--- config.mk ---
export PLATFORM = sky130hd
export DESIGN_NAME = fetch_stage
export DESIGN_NICKNAME = d
export VERILOG_FILES = /design/src/rtl/mips_pkg.sv /design/src/rtl/if_id_reg.sv /design/src/rtl/fetch_stage.sv
export SDC_FILE = /design/constraint.sdc
export NUM_CORES = 1
export LEC_CHECK = 0
export CORE_UTILIZATION = 40
export CTS_CLUSTER_DIAMETER = 40
export CTS_CLUSTER_SIZE = 10
export DETAILED_ROUTE_END_ITERATION = 6
export PLACE_DENSITY = 0.75
export SLEW_MARGIN = 20
export SYNTH_ARGS = -nofsm -noshare
export SYNTH_HDL_FRONTEND = slang
export SYNTH_SLANG_ARGS = --single-unit
--- constraint.sdc ---
create_clock -name clk -period 5.9 [get_ports clk]
set_clock_uncertainty 0.1 [all_clocks]
set_input_delay 1.18 -clock clk [delete_from_list [all_inputs] [get_ports clk]]
set_output_delay 1.18 -clock clk [all_outputs]
set_load 0.02 [all_outputs]
--- src/rtl/mips_pkg.sv ---
// Shared MIPS pipeline definitions: next-PC select encodings, NOP word and reset PC.
package mips_pkg;

  typedef enum logic [1:0] {
    PC_SEQ = 2'b00,
    PC_BR  = 2'b01,
    PC_JR  = 2'b10,
    PC_J   = 2'b11
  } pcsrc_e;

  localparam logic [31:0] NOP_INST     = 32'h0000_0000;
  localparam logic [31:0] RESET_PC_DEF = 32'h0000_0000;
  localparam logic [31:0] WORD_BYTES   = 32'd4;

  function automatic logic [31:0] word_align(input logic [31:0] addr);
    return {addr[31:2], 2'b00};
  endfunction

endpackage

--- src/rtl/if_id_reg.sv ---
// IF/ID pipeline register: loads {pc+4, inst} one edge after fetch when enabled;
// flush loads NOP instead of inst, and a cleared enable holds the stage for a stall.
module if_id_reg
  import mips_pkg::*;
#(
  parameter logic [31:0] NOP = NOP_INST
) (
  input  logic        clk,
  input  logic        clrn,
  input  logic        en_i,
  input  logic        flush_i,
  input  logic [31:0] pc4_i,
  input  logic [31:0] inst_i,
  output logic [31:0] dpc4_o,
  output logic [31:0] dinst_o
);

  logic [31:0] dpc4_q, dpc4_d;
  logic [31:0] dinst_q, dinst_d;

  always_comb begin
    dpc4_d  = dpc4_q;
    dinst_d = dinst_q;
    if (en_i) begin
      dpc4_d  = pc4_i;
      dinst_d = flush_i ? NOP : inst_i;
    end
  end

  always_ff @(posedge clk or negedge clrn) begin
    if (!clrn) begin
      dpc4_q  <= 32'h0000_0000;
      dinst_q <= NOP;
    end else begin
      dpc4_q  <= dpc4_d;
      dinst_q <= dinst_d;
    end
  end

  assign dpc4_o  = dpc4_q;
  assign dinst_o = dinst_q;

endmodule

--- src/rtl/fetch_stage.sv ---
// MIPS instruction fetch: PC register, next-PC select, IF/ID capture and fetch/stall counters.
// Fetched word reaches dinst one edge after pc; stall holds PC and IF/ID, flush overrides stall.
module fetch_stage
  import mips_pkg::*;
#(
  parameter logic [31:0] RESET_PC = RESET_PC_DEF,
  parameter logic [31:0] NOP      = NOP_INST
) (
  input  logic        clk,
  input  logic        clrn,
  input  logic        stall,
  input  logic        flush,
  input  logic [1:0]  pcsrc,
  input  logic [31:0] bpc,
  input  logic [31:0] rpc,
  input  logic [31:0] jpc,
  input  logic [31:0] inst,
  output logic [31:0] pc,
  output logic [31:0] dpc4,
  output logic [31:0] dinst,
  output logic [31:0] fetch_cnt,
  output logic [31:0] stall_cnt
);

  logic [31:0] pc_q, pc_d;
  logic [31:0] fetch_cnt_q, fetch_cnt_d;
  logic [31:0] stall_cnt_q, stall_cnt_d;
  logic [31:0] pc4;
  logic [31:0] npc;
  logic        advance;

  assign pc4     = pc_q + WORD_BYTES;
  assign advance = flush | ~stall;

  // Low address bits are dropped so a misaligned target can never reach the PC.
  always_comb begin
    npc = pc4;
    case (pcsrc_e'(pcsrc))
      PC_SEQ:  npc = pc4;
      PC_BR:   npc = bpc;
      PC_JR:   npc = rpc;
      PC_J:    npc = jpc;
      default: npc = pc4;
    endcase
    npc = word_align(npc);
  end

  always_comb begin
    pc_d        = pc_q;
    fetch_cnt_d = fetch_cnt_q;
    stall_cnt_d = stall_cnt_q;
    if (flush) begin
      pc_d = npc;
    end else if (stall) begin
      stall_cnt_d = stall_cnt_q + 32'd1;
    end else begin
      pc_d        = npc;
      fetch_cnt_d = fetch_cnt_q + 32'd1;
    end
  end

  always_ff @(posedge clk or negedge clrn) begin
    if (!clrn) begin
      pc_q        <= RESET_PC;
      fetch_cnt_q <= 32'h0000_0000;
      stall_cnt_q <= 32'h0000_0000;
    end else begin
      pc_q        <= pc_d;
      fetch_cnt_q <= fetch_cnt_d;
      stall_cnt_q <= stall_cnt_d;
    end
  end

  if_id_reg #(
    .NOP (NOP)
  ) u_if_id (
    .clk     (clk),
    .clrn    (clrn),
    .en_i    (advance),
    .flush_i (flush),
    .pc4_i   (pc4),
    .inst_i  (inst),
    .dpc4_o  (dpc4),
    .dinst_o (dinst)
  );

  assign pc        = pc_q;
  assign fetch_cnt = fetch_cnt_q;
  assign stall_cnt = stall_cnt_q;

endmodule

==> run metrics <==
outcome=complete, no violations; largest buffer count on any clock path=2; Cell Int Power=2140 uW; GP Congestion=0.840; Max IR drop VDD=0.190 mV; largest net degree at the start of global routing=88; Setup TNS=0 ns; total of warnings raised by yosys=0; Worst EP required=6.15 ns; power share of the clock group=33.1%; final setup violating endpoints=0; flops & latches, synth=156; P_sw=1010 uW; Max Fclk=312 MHz; design area=11500 um2; Via-to-Cell Ratio=5.29; final antenna-violating net count=0; Tot GR Track Use=23.4%; Crit. End Element=flop; DR iter-0 viols=441; Routed WL=23300 um; Cell Pwr Density=273 nW/um2; Gate Count Post-Synth=801; placed cell area=11000 um2; Worst Path Max Fanout=38; Hold Fails Final Rpt=0; synthesized area=7960 um2; via count=7099; number of synthesized flops with an enable pin=0; slew margin rel.=41.7%; Distinct cells, synth=52; worst slew pin tran=0.875 ns; antenna violations before repair=0; sequential area share after synthesis=49.1%; Core Rows=51; CTS tree=yes; Final Net Count=1201; hold_buf cts=0; DP Wirelength=16900 um; RSZ-0062 raised after global routing=false; Layout Utilization=59.3%; Core ar.=19500 um2; Synth area leader=dfrtp_1; Max-cap violations=0; input/output buffers=283; TritonCTS Buffers=17; share of the synthesized area in the top cell type=49.1%; number of diodes=0; share of flip-flops with an asynchronous set or reset=100%; vias in the first global route=6795; clock latency on the worst-skew pair=0.43 ns; Sequential Power Share=42.1%; final count of pins violating max slew=0; # H-tree levels=4; Reg clk slew, reported paths=0.07 ns; Final min period=3.20 ns; Layout area overhead=45.0%; setup bufs post-CTS=0; GRT overflow=0; Hold WS=0.375 ns; largest cells by area after synthesis=dfrtp_1 49%, xnor2_1 6.8%, mux2i_1 6.3%; CTS sink cnt=156; Comb pwr share=24.8%; layout cells sized above 1=6.50%; I/O pins=294; Crit path arrival time=3.46 ns; Tcrit/Tclk final=54.3%; syn avg cell area=9.93 um2; Net Sw Frac=32.0%; Die H=143 um; Lkg Pwr=0.00480 uW; WL/cell=17.3 um; initial core utilization=40.9%; Startpoint Class=input pin; most common cell after layout, fill and taps aside=clkdlybuf4s50_1; worst hold path class=flop to flop; die area=20500 um2; cts repair resizes=0; Synth Flop Type=dfrtp_1; CTS root buf=clkbuf_16; first-pass GRT wire length=36300 um; Worst Setup Path Type=input pin to flop; Die Wd=143 um; most frequent cells in the layout=280 x clkdlybuf4s50_1, 156 x dfrtp_1, 106 x nand2_1, 72 x nor2_1, 62 x xnor2_1; drt pass-1 iters=4; Post-route DRC=0
-- layer usage --
layer  GRT usage, %  wire length [um]
met5              0                 0
met2           38.0             10900
met4           9.45               575
met3           7.41              2100
met1           28.7              9630
-- area by class of cell --
| type | instances | area (um2) |
|---|---|---|
| multi-input combinational | 587 | 3810 |
| tap | 265 | 332 |
| timing repair buffer | 293 | 2900 |
| inverter | 9 | 33.8 |
| clock buffer | 19 | 453 |
| fill | 1658 | 7930 |
| sequential | 156 | 3900 |
| clock inverter | 13 | 108 |
-- critical path, stage by stage --
cell	delay, ns
clkdlybuf4s50_1	0.39
buf_4	0.26
or3b_2	0.56
nor3_2	0.48
nand4_1	0.23
nor2_1	0.17
xor2_1	0.15
-- registers in the layout, indices dropped and copies added, names as in the netlist --
name             cells
fetch_cnt           32
pc                  30
stall_cnt           32
u_if_id.dinst_o     32
u_if_id.dpc4_o      30
-- Yosys cell counts, drive strengths merged (4+ instances only) --
cell type  count
a21oi         19
a22oi          4
a31oi          7
and2           6
and3          14
and4          10
buf           25
clkbuf        27
dfrtp        156
inv            9
mux2          10
mux2i         50
mux4           5
nand2        106
nand3         26
nand4         33
nor2          72
nor3          17
nor4           9
o21a           6
o21ai         49
o22a           9
o2bb2ai        4
xnor2         62
xor2          24
-- worst paths after layout --
path | from | end | slack [ns] | cells past startpoint
worst max-delay path | flush | fetch_cnt[26] | 2.70 | 7
worst min-delay path | fetch_cnt[31] | fetch_cnt[31] | 0.37 | 1
worst max register to register | pc[2] | pc[24] | 3.47 | 6
worst min register to register | fetch_cnt[31] | fetch_cnt[31] | 0.37 | 1
max in group asynchronous | clrn | pc[26] | 3.95 | 2
min in group asynchronous | clrn | u_if_id.dinst_o[24] | 0.60 | 1
-- cell families (layout without fill, tap and decap cells) --
family	after synthesis	count (layout)	synth area share (%)
buf+inv	61	334	3.38
mux	65	65	9.12
other cells	1	4	0.0471
simple gates	307	307	18.6
xor+xnor	86	86	9.47
flops	156	156	49.1
compound gates	122	122	9.81
fa+ha+maj	3	3	0.472
-- stage by stage --
stage               setup slack [ns]  power (uW)  std cells
global placement                2.26        2120       1310
finish                          2.70        3150       1342
global route                    2.45        3290       1342
detailed placement              2.23        2130       1310
floorplan                       3.11        1700        804
CTS                             2.67        3180       1342
-- power by group through the flow --
stage | combinational [uW] | sequential, uW | clock (uW)
floorplan | 262 | 1440 | 0
finish | 780 | 1330 | 1040
detailed placement | 788 | 1340 | 0
global route | 843 | 1340 | 1100
global placement | 779 | 1340 | 0
CTS | 791 | 1320 | 1060
(Power assumes the default switching activity.)
